--- config.mk ---
export PLATFORM = sky130hd
export DESIGN_NAME = inst_fetch_unit_flat
export DESIGN_NICKNAME = d
export VERILOG_FILES = /design/src/rtl/ifu_pkg.sv /design/src/rtl/inst_fetch_unit_if.sv /design/src/rtl/ifu_prefetch_buf.sv /design/src/rtl/inst_fetch_unit.sv /design/src/flat_wrapper.sv
export SDC_FILE = /design/constraint.sdc
export NUM_CORES = 1
export LEC_CHECK = 0
export CORE_MARGIN = 2
export CORE_UTILIZATION = 26
export DETAILED_ROUTE_END_ITERATION = 8
export GPL_ROUTABILITY_DRIVEN = 0
export PLACE_DENSITY = 0.47
export SETUP_SLACK_MARGIN = 0.2
export SLEW_MARGIN = 20
export SYNTH_ARGS = -nofsm -noshare
export SYNTH_HDL_FRONTEND = slang
export SYNTH_SLANG_ARGS = --single-unit
--- constraint.sdc ---
create_clock -name clk -period 3.9 [get_ports clk]
set_input_delay 0.39 -clock clk [delete_from_list [all_inputs] [get_ports clk]]
set_output_delay 0.39 -clock clk [all_outputs]
set_load 0.02 [all_outputs]
--- src/rtl/ifu_pkg.sv ---
// Shared types and helpers for the instruction fetch front end.
package ifu_pkg;
   localparam int unsigned INST_W = 32;
   localparam int unsigned ADDR_W = 32;

   typedef enum logic [2:0] {IDLE, FETCH, WAIT_MEM, ISSUE, WAIT_CORE, HALT} state_t;

   // Outcome of the fetch lookup, resolved on entry to FETCH and acted on when leaving it.
   typedef enum logic [1:0] {DEC_WAIT, DEC_HIT, DEC_MISS, DEC_BAD} dec_t;

   function automatic logic pc_ok(input logic [ADDR_W-1:0] pc, input int unsigned depth);
      return (pc[1:0] == 2'b00) && ((pc >> 2) < depth);
   endfunction
endpackage

--- src/rtl/inst_fetch_unit_if.sv ---
// Instruction-memory and core handshake bundle seen by the fetch unit.
interface inst_fetch_unit_if
   import ifu_pkg::*;
#(
   parameter int unsigned IDX_W = 10
);
   logic              imem_req;
   logic [IDX_W-1:0]  imem_addr;
   logic              imem_rvalid;
   logic [INST_W-1:0] imem_rdata;
   logic              in_valid;
   logic [INST_W-1:0] inst;
   logic              out_valid;
   logic [ADDR_W-1:0] inst_addr;

   modport master (
      output imem_req, imem_addr, in_valid, inst,
      input  imem_rvalid, imem_rdata, out_valid, inst_addr
   );

   modport slave (
      input  imem_req, imem_addr, in_valid, inst,
      output imem_rvalid, imem_rdata, out_valid, inst_addr
   );
endinterface

--- src/rtl/ifu_prefetch_buf.sv ---
// One-entry sequential prefetch buffer with outstanding-request tracking.
module ifu_prefetch_buf
   import ifu_pkg::*;
(
   input  logic              clk,
   input  logic              rst,
   input  logic              issue,
   input  logic [ADDR_W-1:0] issue_addr,
   input  logic              rvalid,
   input  logic [INST_W-1:0] rdata,
   input  logic [ADDR_W-1:0] lookup_addr,
   output logic              pend_c,
   output logic              hit_c,
   output logic [INST_W-1:0] data_c
);
   logic              pend;
   logic [ADDR_W-1:0] pf_addr;
   logic              valid;
   logic [ADDR_W-1:0] addr;
   logic [INST_W-1:0] data;
   logic              fill;

   assign fill = pend && rvalid;

   // Lookup sees a response landing this cycle as if it were already stored.
   always_comb begin
      pend_c = pend && !rvalid;
      hit_c  = fill ? (pf_addr == lookup_addr) : (valid && (addr == lookup_addr));
      data_c = fill ? rdata : data;
   end

   always_ff @(posedge clk) begin
      if (rst) begin
         pend    <= 1'b0;
         pf_addr <= '0;
         valid   <= 1'b0;
         addr    <= '0;
         data    <= '0;
      end else begin
         if (fill) begin
            valid <= 1'b1;
            addr  <= pf_addr;
            data  <= rdata;
         end
         if (issue) begin
            pend    <= 1'b1;
            pf_addr <= issue_addr;
         end else if (fill) begin
            pend <= 1'b0;
         end
      end
   end
endmodule

--- src/rtl/inst_fetch_unit.sv ---
// Fetch FSM: reads instructions, issues them to the core, prefetches PC+4 and
// watches core latency.
module inst_fetch_unit
   import ifu_pkg::*;
#(
   parameter int unsigned       DEPTH      = 1000,
   parameter int unsigned       IDX_W      = 10,
   parameter int unsigned       TIMEOUT    = 10,
   parameter logic [ADDR_W-1:0] START_ADDR = 32'd0
)(
   input  logic                      clk,
   input  logic                      rst,
   input  logic                      start,
   inst_fetch_unit_if.master         bus,
   output logic                      busy,
   output logic                      err_timeout,
   output logic                      err_range,
   output logic [31:0]               fetch_count
);
   localparam int unsigned TMR_W = $clog2(TIMEOUT) + 1;

   state_t            state;
   dec_t              dec;
   dec_t              dec_c;
   logic [ADDR_W-1:0] pc;
   logic [ADDR_W-1:0] fpc;
   logic [ADDR_W-1:0] pf_addr;
   logic [TMR_W-1:0]  timer;
   logic              decide;
   logic              go_issue;
   logic              pf_issue;
   logic              pend_c;
   logic              hit_c;
   logic [INST_W-1:0] pbuf_data;

   ifu_prefetch_buf u_pbuf (
      .clk         (clk),
      .rst         (rst),
      .issue       (pf_issue),
      .issue_addr  (pf_addr),
      .rvalid      (bus.imem_rvalid),
      .rdata       (bus.imem_rdata),
      .lookup_addr (fpc),
      .pend_c      (pend_c),
      .hit_c       (hit_c),
      .data_c      (pbuf_data)
   );

   // The lookup runs on the PC being entered so a miss request is visible during FETCH.
   always_comb begin
      fpc = pc;
      if (state == IDLE)           fpc = START_ADDR;
      else if (state == WAIT_CORE) fpc = bus.inst_addr;

      if (pend_c)                    dec_c = DEC_WAIT;
      else if (!pc_ok(fpc, DEPTH))   dec_c = DEC_BAD;
      else if (hit_c)                dec_c = DEC_HIT;
      else                           dec_c = DEC_MISS;

      decide   = ((state == IDLE) && start) ||
                 ((state == WAIT_CORE) && bus.out_valid) ||
                 ((state == FETCH) && (dec == DEC_WAIT));
      go_issue = ((state == FETCH) && (dec == DEC_HIT)) ||
                 ((state == WAIT_MEM) && bus.imem_rvalid);
      pf_addr  = pc + 32'd4;
      pf_issue = go_issue && pc_ok(pf_addr, DEPTH);
   end

   always_ff @(posedge clk) begin
      if (rst) begin
         state           <= IDLE;
         dec             <= DEC_WAIT;
         pc              <= START_ADDR;
         timer           <= '0;
         bus.imem_req    <= 1'b0;
         bus.imem_addr   <= '0;
         bus.in_valid    <= 1'b0;
         bus.inst        <= '0;
         busy            <= 1'b0;
         err_timeout     <= 1'b0;
         err_range       <= 1'b0;
         fetch_count     <= '0;
      end else begin
         bus.imem_req <= 1'b0;
         bus.in_valid <= 1'b0;

         if (decide) begin
            dec <= dec_c;
            if (dec_c == DEC_MISS) begin
               bus.imem_req  <= 1'b1;
               bus.imem_addr <= fpc[IDX_W+1:2];
            end
         end

         if (pf_issue) begin
            bus.imem_req  <= 1'b1;
            bus.imem_addr <= pf_addr[IDX_W+1:2];
         end

         if (go_issue) begin
            bus.in_valid <= 1'b1;
            fetch_count  <= fetch_count + 32'd1;
         end

         case (state)
            IDLE: begin
               if (start) begin
                  state <= FETCH;
                  pc    <= START_ADDR;
                  busy  <= 1'b1;
               end
            end
            FETCH: begin
               if (dec == DEC_HIT) begin
                  bus.inst <= pbuf_data;
                  state    <= ISSUE;
               end else if (dec == DEC_MISS) begin
                  state <= WAIT_MEM;
               end else if (dec == DEC_BAD) begin
                  err_range <= 1'b1;
                  busy      <= 1'b0;
                  state     <= HALT;
               end
            end
            WAIT_MEM: begin
               if (bus.imem_rvalid) begin
                  bus.inst <= bus.imem_rdata;
                  state    <= ISSUE;
               end
            end
            ISSUE: begin
               timer <= '0;
               state <= WAIT_CORE;
            end
            WAIT_CORE: begin
               // A completion on the last allowed cycle still counts.
               if (bus.out_valid) begin
                  pc    <= bus.inst_addr;
                  state <= FETCH;
               end else if (timer == TMR_W'(TIMEOUT - 1)) begin
                  err_timeout <= 1'b1;
                  busy        <= 1'b0;
                  state       <= HALT;
               end else begin
                  timer <= timer + TMR_W'(1);
               end
            end
            HALT: begin
               state <= HALT;
            end
            default: begin
               state <= IDLE;
            end
         endcase
      end
   end
endmodule
--- src/flat_wrapper.sv ---
// flat-port wrapper written by rule: the top's interface ports become plain ports
module inst_fetch_unit_flat import ifu_pkg::*;
#(
   parameter int unsigned       DEPTH      = 1000,
   parameter int unsigned       IDX_W      = 10,
   parameter int unsigned       TIMEOUT    = 10,
   parameter logic [ADDR_W-1:0] START_ADDR = 32'd0
)
  (clk, rst, start, busy, err_timeout, err_range, fetch_count, bus_imem_req, bus_imem_addr, bus_in_valid, bus_inst, bus_imem_rvalid, bus_imem_rdata, bus_out_valid, bus_inst_addr);
  inst_fetch_unit_if #(.IDX_W(IDX_W)) bus_i ();
  input  logic clk;
  input  logic rst;
  input  logic start;
  output logic busy;
  output logic err_timeout;
  output logic err_range;
  output logic [31:0] fetch_count;
  output wire logic [$bits(bus_i.imem_req)-1:0] bus_imem_req;
  output wire logic [$bits(bus_i.imem_addr)-1:0] bus_imem_addr;
  output wire logic [$bits(bus_i.in_valid)-1:0] bus_in_valid;
  output wire logic [$bits(bus_i.inst)-1:0] bus_inst;
  input wire logic [$bits(bus_i.imem_rvalid)-1:0] bus_imem_rvalid;
  input wire logic [$bits(bus_i.imem_rdata)-1:0] bus_imem_rdata;
  input wire logic [$bits(bus_i.out_valid)-1:0] bus_out_valid;
  input wire logic [$bits(bus_i.inst_addr)-1:0] bus_inst_addr;
  assign bus_imem_req = bus_i.imem_req;
  assign bus_imem_addr = bus_i.imem_addr;
  assign bus_in_valid = bus_i.in_valid;
  assign bus_inst = bus_i.inst;
  assign bus_i.imem_rvalid = bus_imem_rvalid;
  assign bus_i.imem_rdata = bus_imem_rdata;
  assign bus_i.out_valid = bus_out_valid;
  assign bus_i.inst_addr = bus_inst_addr;
  inst_fetch_unit #(.DEPTH(DEPTH), .IDX_W(IDX_W), .TIMEOUT(TIMEOUT), .START_ADDR(START_ADDR)) u_core (.clk(clk), .rst(rst), .start(start), .bus(bus_i), .busy(busy), .err_timeout(err_timeout), .err_range(err_range), .fetch_count(fetch_count));
endmodule
==> reports/results.ini, run 1 <==
[status]
status=complete, no violations

[drt]
via_count=10300
drc_errors=0
routed_via_density=5.04
wire_per_inst_um=18.8
drt_first_iter_violations=626
firstDrtPassIters=5
wl_um=38500
final_antenna_net_count=0

[cells_and_area]
final_common_cell=dfxtp_1
multi_input_area_um2=6170
final_net_count=1562
fill_cells=4389
synthToLayoutAreaGrowth_pct=26.0
mostFrequentLayoutCells=217 x dfxtp_1, 199 x nand2_1, 158 x a21oi_1, 146 x clkdlybuf4s50_1, 136 x nor2_1
final_layout_size_suffix_gt1_frac=0.0644
seq_area_um2=4390

[worst_setup_path]
cp_top_family=simple AND/OR/NAND/NOR gates
end_kind=flop
crit_slowest_cell=or4bb_1
cpPeakStageDelay_ns=0.57
path_cells=buf_12 > or4bb_1 > and3_1 > nor4b_1 > and4_1 > nand4_1 > o22a_1 > a21oi_1 > o21ai_1
cp_max_fo=38
criticalPathCategory=flop to flop
start_kind=flop
crit_buf_inv=1
cp_data_arrival_time_ns=3.72
cp.required_ns=4.35

[floorplanning]
start_util=0.264
dieArea_um2=44200
die_x_um=210
ios=148
die_h_um=210
rows=75
coreArea_um2=41900

[logic_synthesis]
synth_top_area_frac=0.396
synth_edf_count=0
yosys_warnings=0
ys.flop_type=dfxtp_1
netlist_instances=1381
async_flop_share=0
synth.distinct_cells=71
yosysSeqAreaShare=0.396
netlist_area_um2=11100
synth_fp_nets=1458
yosysTopAreaCell=dfxtp_1
avgSynthCellArea_um2=8.01
yosys_register_bits=219
synth_area_leaders=dfxtp_1 40%, a21oi_1 7.2%, nand2_1 6.8%

[global_routing]
grt_pass1_vias=9882
grt_pass1_wl_um=59000
track_usage=0.170
grt-ovfl-total=0
grt_antenna_before_repair=3
grt_max_degree=82

[place]
dp_hpwl_um=27100
numPortBuffers=147
place_ws_ns=0.517

[sta]
fin_setup_tns_ns=0
fin_ws_ns=0.628
clock_skew_ns=0.0227
worst_slew_pin_slew_ns=1.10
fmax_mhz=306
final-max-slew-violation-count=0
setup_viol=0
period_share=0.839
slew_headroom=0.270
post-route-min-period_ns=3.27
rsz0062_at_grt=false
hold_viol_final=0

[cts]
cts_setup_buffers=0
cts.sinks=219
cts_tree=yes
holdBufCountCts=0
cts_root_buf=clkbuf_16
numCtsBuffers=27
htreeDepth=1
clkSlewWorstSetupHoldPaths_ns=0.06
cts_resized=0
clk_latency_ns=0.56
clock_path_buffers=3

[hold_path]
min_path_type=primary input to flop

[job]
cap_violations=0

[power]
ir_drop_mv=0.317
power.leakage_nw=5.02
powerDensity_nw_per_um2=509

[report_power, final]
group	switching, mW	leakage, nW	internal (mW)
clock network	1.02	0.441	1.51
registers	0.175	1.77	2.39
logic	1.21	2.81	0.789
[final cells by class]
| class | instances | share of cell area |
|---|---|---|
| Antenna cell | 1 | 0.000180 |
| Inverter | 25 | 0.00673 |
| Multi-Input combinational cell | 1037 | 0.443 |
| Timing Repair Buffer | 175 | 0.123 |
| Clock inverter | 6 | 0.00449 |
| Clock buffer | 44 | 0.0595 |
| Tap cell | 539 | 0.0484 |
| Sequential cell | 219 | 0.315 |
[cells in the mapped netlist (3+ instances only)]
cell	count
and2_1	34
a21o_1	3
nor4b_1	13
nand4_1	24
clkbuf_1	66
and3b_1	4
o21a_1	3
or4bb_1	9
xor2_1	38
or3_1	5
a211oi_1	35
or2_2	3
nand4bb_1	20
o22a_1	3
o21ai_1	14
dfxtp_1	219
a21oi_1	159
buf_2	18
xnor2_1	37
inv_1	25
o21ai_0	32
mux2i_1	44
nor2_1	136
nand3b_1	3
nand2b_1	4
and3_1	36
nor4_1	21
nand2_1	200
ha_1	8
nand3_1	53
nor3_1	15
a21boi_0	4
and4_1	6
nor2b_1	12
buf_1	8
buf_4	3
a31oi_1	11
o31ai_1	11
[sequential cells by signal (all words and copies together), names as in the netlist]
register and flops:
u_core.u_pbuf.valid 1, u_core.bus.in_valid 1, u_core.err_range 1, u_core.u_pbuf.pend 1, u_core.err_timeout 1, u_core.dec 2
u_core.timer 5, u_core.u_pbuf.addr 32, u_core.bus.inst 32, u_core.fetch_count 32, u_core.state 3, u_core.u_pbuf.data 32
u_core.pc 32, u_core.bus.imem_addr 10, u_core.bus.imem_req 1, u_core.u_pbuf.pf_addr 32, u_core.busy 1
[cell families after synthesis]
family	share of synthesized area
and+or+nand+nor	0.291
AOI/OAI and AO/OA	0.156
DFF	0.396
buffers and inverters	0.0481
xor gates and xnor gates	0.0594
muxes	0.0398
adders and majority gates	0.00905
[per-layer routing]
layer | GRT usage | part of all wire
met4 | 0.0418 | 0.024
met5 | 0 | 0.00070
met3 | 0.0390 | 0.067
met2 | 0.275 | 0.45
met1 | 0.230 | 0.46
[metrics by stage]
| step | instances | cell area (um^2) | power [mW] | util | hold WS, ns |
|---|---|---|---|---|---|
| floorplan | 1381 | 11100 | 3.81 | - | 0.432 |
| detailed placement | 1995 | 13000 | 4.61 | 0.311 | 0.446 |
| finish | 2046 | 13900 | 7.09 | 0.332 | 0.348 |
| global route | 2045 | 13900 | 7.44 | 0.332 | 0.365 |
| CTS | 2045 | 13900 | 7.17 | 0.332 | 0.348 |
| global placement | 1995 | 13000 | 4.60 | 0.311 | 0.440 |
[path summary, 6_finish.rpt]
path	from	endpoint	depth (start not counted)	slack, ns
worst max-delay path	u_core.state[0]$_SDFFE_PP0P_	u_core.bus.imem_addr[8]$_SDFFE_PP0P_	9	0.63
worst min-delay path	rst	u_core.pc[26]$_SDFFE_PP0P_	2	0.35
worst max register to register	u_core.state[0]$_SDFFE_PP0P_	u_core.bus.imem_addr[8]$_SDFFE_PP0P_	9	0.63
worst min register to register	u_core.u_pbuf.data[8]$_SDFF_PP0_	u_core.u_pbuf.data[8]$_SDFF_PP0_	2	0.45
No activity file was read; power rests on OpenSTA's default activity.
==> inputs of run 2 (changes only) <==
clock period = 3.1 ns   (was 3.9 ns; I/O delays follow)
==> reports/results.ini, run 2 (same netlist as run 1, synthesis figures left out) <==
[status]
status=complete, no violations  ; unchanged

[worst_setup_path]
start_kind=flop  ; unchanged
cpPeakStageDelay_ns=0.41  ; was 0.57 ns
path_cells=buf_8 > nand4bb_1 > and3_1 > nor4_1 > and4_1 > nand4_1 > o22a_1 > buf_12 > a21oi_1 > o21ai_1  ; was buf_12 > or4bb_1 > and3_1 > nor4b_1 > and4_1 > nand4_1 > o22a_1 > a21oi_1 > o21ai_1
r2r-start=u_core.state[0]$_SDFFE_PP0P_  ; unchanged
end_kind=flop  ; unchanged
crit_slowest_cell=dfxtp_4  ; was or4bb_1
criticalPathCategory=flop to flop  ; unchanged
crit_path_start=u_core.state[0]$_SDFFE_PP0P_  ; unchanged
crit_buf_inv=2  ; was 1
cp_data_arrival_time_ns=3.30  ; was 3.72 ns
cp_max_fo=12  ; was 38
cp_top_family=simple AND/OR/NAND/NOR gates  ; unchanged
cp.required_ns=3.55  ; was 4.35 ns

[place]
dp_hpwl_um=28500  ; was 27100 um
placed_area_um2=13700  ; was 13000 um^2
dp.cells=2077  ; was 1995
place_ws_ns=-0.135  ; was 0.517 ns
numPortBuffers=147  ; unchanged

[drt]
drt_first_iter_violations=716  ; was 626
wire_per_inst_um=18.9  ; was 18.8 um
routed_via_density=4.99  ; was 5.04
wl_um=40400  ; was 38500 um
final_antenna_net_count=0  ; unchanged
drc_errors=0  ; unchanged
via_count=10600  ; was 10300
firstDrtPassIters=5  ; unchanged

[cells_and_area]
final_net_count=1656  ; was 1562
final_common_cell=dfxtp_1  ; unchanged
fill_cells=4372  ; was 4389
final_area_um2=15100  ; was 13900 um^2
final_core_util=0.359  ; was 0.332
mostFrequentLayoutCells=207 x dfxtp_1, 199 x nand2_1, 156 x a21oi_1, 146 x clkdlybuf4s50_1, 135 x nor2_1  ; was 217 x dfxtp_1, 199 x nand2_1, 158 x a21oi_1, 146 x clkdlybuf4s50_1, 136 x nor2_1
final_layout_size_suffix_gt1_frac=0.151  ; was 0.0644
stdcell_count=2134  ; was 2046
synthToLayoutAreaGrowth_pct=36.2  ; was 26.0%

[sta]
setup_viol=0  ; unchanged
worst_slew_pin_slew_ns=0.911  ; was 1.10 ns
fin_ws_ns=0.253  ; was 0.628 ns
period_share=0.918  ; was 0.839
post-route-min-period_ns=2.85  ; was 3.27 ns
fin_setup_tns_ns=0  ; unchanged
slew_headroom=0.393  ; was 0.270
holdWs_ns=0.278  ; was 0.348 ns
clock_skew_ns=0.0497  ; was 0.0227 ns
final-max-slew-violation-count=0  ; unchanged
rsz0062_at_grt=false  ; unchanged
hold_viol_final=0  ; unchanged
fmax_mhz=351  ; was 306 MHz

[cts]
clock_path_buffers=3  ; unchanged
clk_latency_ns=0.57  ; was 0.56 ns
cts.sinks=219  ; unchanged
holdBufCountCts=0  ; unchanged
cts_root_buf=clkbuf_16  ; unchanged
clkSlewWorstSetupHoldPaths_ns=0.06  ; about the same
htreeDepth=1  ; unchanged
cts_tree=yes  ; unchanged
numCtsBuffers=26  ; was 27

[global_routing]
grt-ovfl-total=0  ; unchanged
grt_pass1_vias=10100  ; was 9882
track_usage=0.175  ; was 0.170
grt_pass1_wl_um=60200  ; was 59000 um
grt_antenna_before_repair=5  ; was 3
grt_max_degree=93  ; was 82

[floorplanning]
coreArea_um2=41900  ; unchanged
rows=75  ; unchanged
die_h_um=210  ; unchanged
die_x_um=210  ; unchanged
start_util=0.264  ; unchanged
dieArea_um2=44200  ; unchanged
ios=148  ; unchanged

[power]
power.share.clock=0.336  ; was 0.357
p_sw_mw=3.17  ; was 2.41 mW
p_total_mw=9.49  ; was 7.09 mW
seqPwrFrac=0.334  ; was 0.361
ir_drop_mv=0.374  ; was 0.317 mV
combPwrFrac=0.330  ; was 0.282
switching_share=0.334  ; was 0.339
internal_power_mw=6.32  ; was 4.69 mW
power.leakage_nw=5.65  ; was 5.02 nW
powerDensity_nw_per_um2=630  ; was 509 nW/um^2

[job]
cap_violations=0  ; unchanged

[hold_path]
hold_start=rst  ; unchanged
min_path_type=primary input to flop  ; unchanged

## run 2: cell count changes in the layout (fill, tap and decap cells not counted), moves of 5 or more
cell      previous run  this run
nor4b_1             13         7
clkbuf_1             8         3
o21ai_1             14        22
o21ai_0             32        24
buf_12               3         8
or4bb_1              9         3
or4bb_4              0         6
buf_4               25       104
nor4_1              21        15
dfxtp_1            217       207
buf_6                1         8
dfxtp_2              2        10
## run 2: path summary, 6_finish.rpt
| kind | to | slack, ns | cells past startpoint |
|---|---|---|---|
| setup / recovery | u_core.bus.imem_addr[6]$_SDFFE_PP0P_ | 0.25 | 10 |
| hold / removal | u_core.u_pbuf.data[18]$_SDFF_PP0_ | 0.28 | 2 |
| setup reg to reg | u_core.bus.imem_addr[6]$_SDFFE_PP0P_ | 0.25 | 10 |
| hold reg to reg | u_core.u_pbuf.addr[25]$_SDFFE_PP0P_ | 0.44 | 2 |
## run 2: area by class of cell
class,count,area (um^2),area share
inverter,25,93.8,0.00623
antenna,2,5.00,0.000332
multi-input combinational,1037,6430,0.427
clock inverter,3,67.6,0.00448
sequential,219,4400,0.292
timing repair buffer,270,2580,0.171
tap,539,674,0.0448
clock buffer,39,811,0.0538
## run 2: routing by layer
layer | GRT usage | vias to the layer above | routed length, um
met5 | 0 | - | 40
met4 | 0.0658 | 6 | 1640
met3 | 0.0387 | 74 | 2720
met2 | 0.275 | 285 | 17700
met1 | 0.235 | 5040 | 18300
li1 | - | 5235 | -
## run 2: worst register-to-register path: stages, from the launching register on
cell	delay (ns)
dfxtp_4	0.41
buf_8	0.16
nand4bb_1	0.42
and3_1	0.34
nor4_1	0.28
and4_1	0.29
nand4_1	0.14
o22a_1	0.26
buf_12	0.16
a21oi_1	0.17
o21ai_1	0.09
## run 2: power by group through the flow
stage	sequential (mW)	clock (mW)	combinational (mW)
floorplan	3.30	0	1.49
global placement	3.24	0	2.86
detailed placement	3.24	0	2.85
CTS	3.18	3.28	2.92
global route	3.19	3.38	3.33
finish	3.17	3.19	3.13
## run 2: timing repair
item                       in CTS  in global routing
gates resized for setup        10                 72
hold endpoints to repair        0                  0
pin swaps                       1                 20
setup endpoints to repair      45                 45
cloned                          1                  1
buffers inserted                2                  9
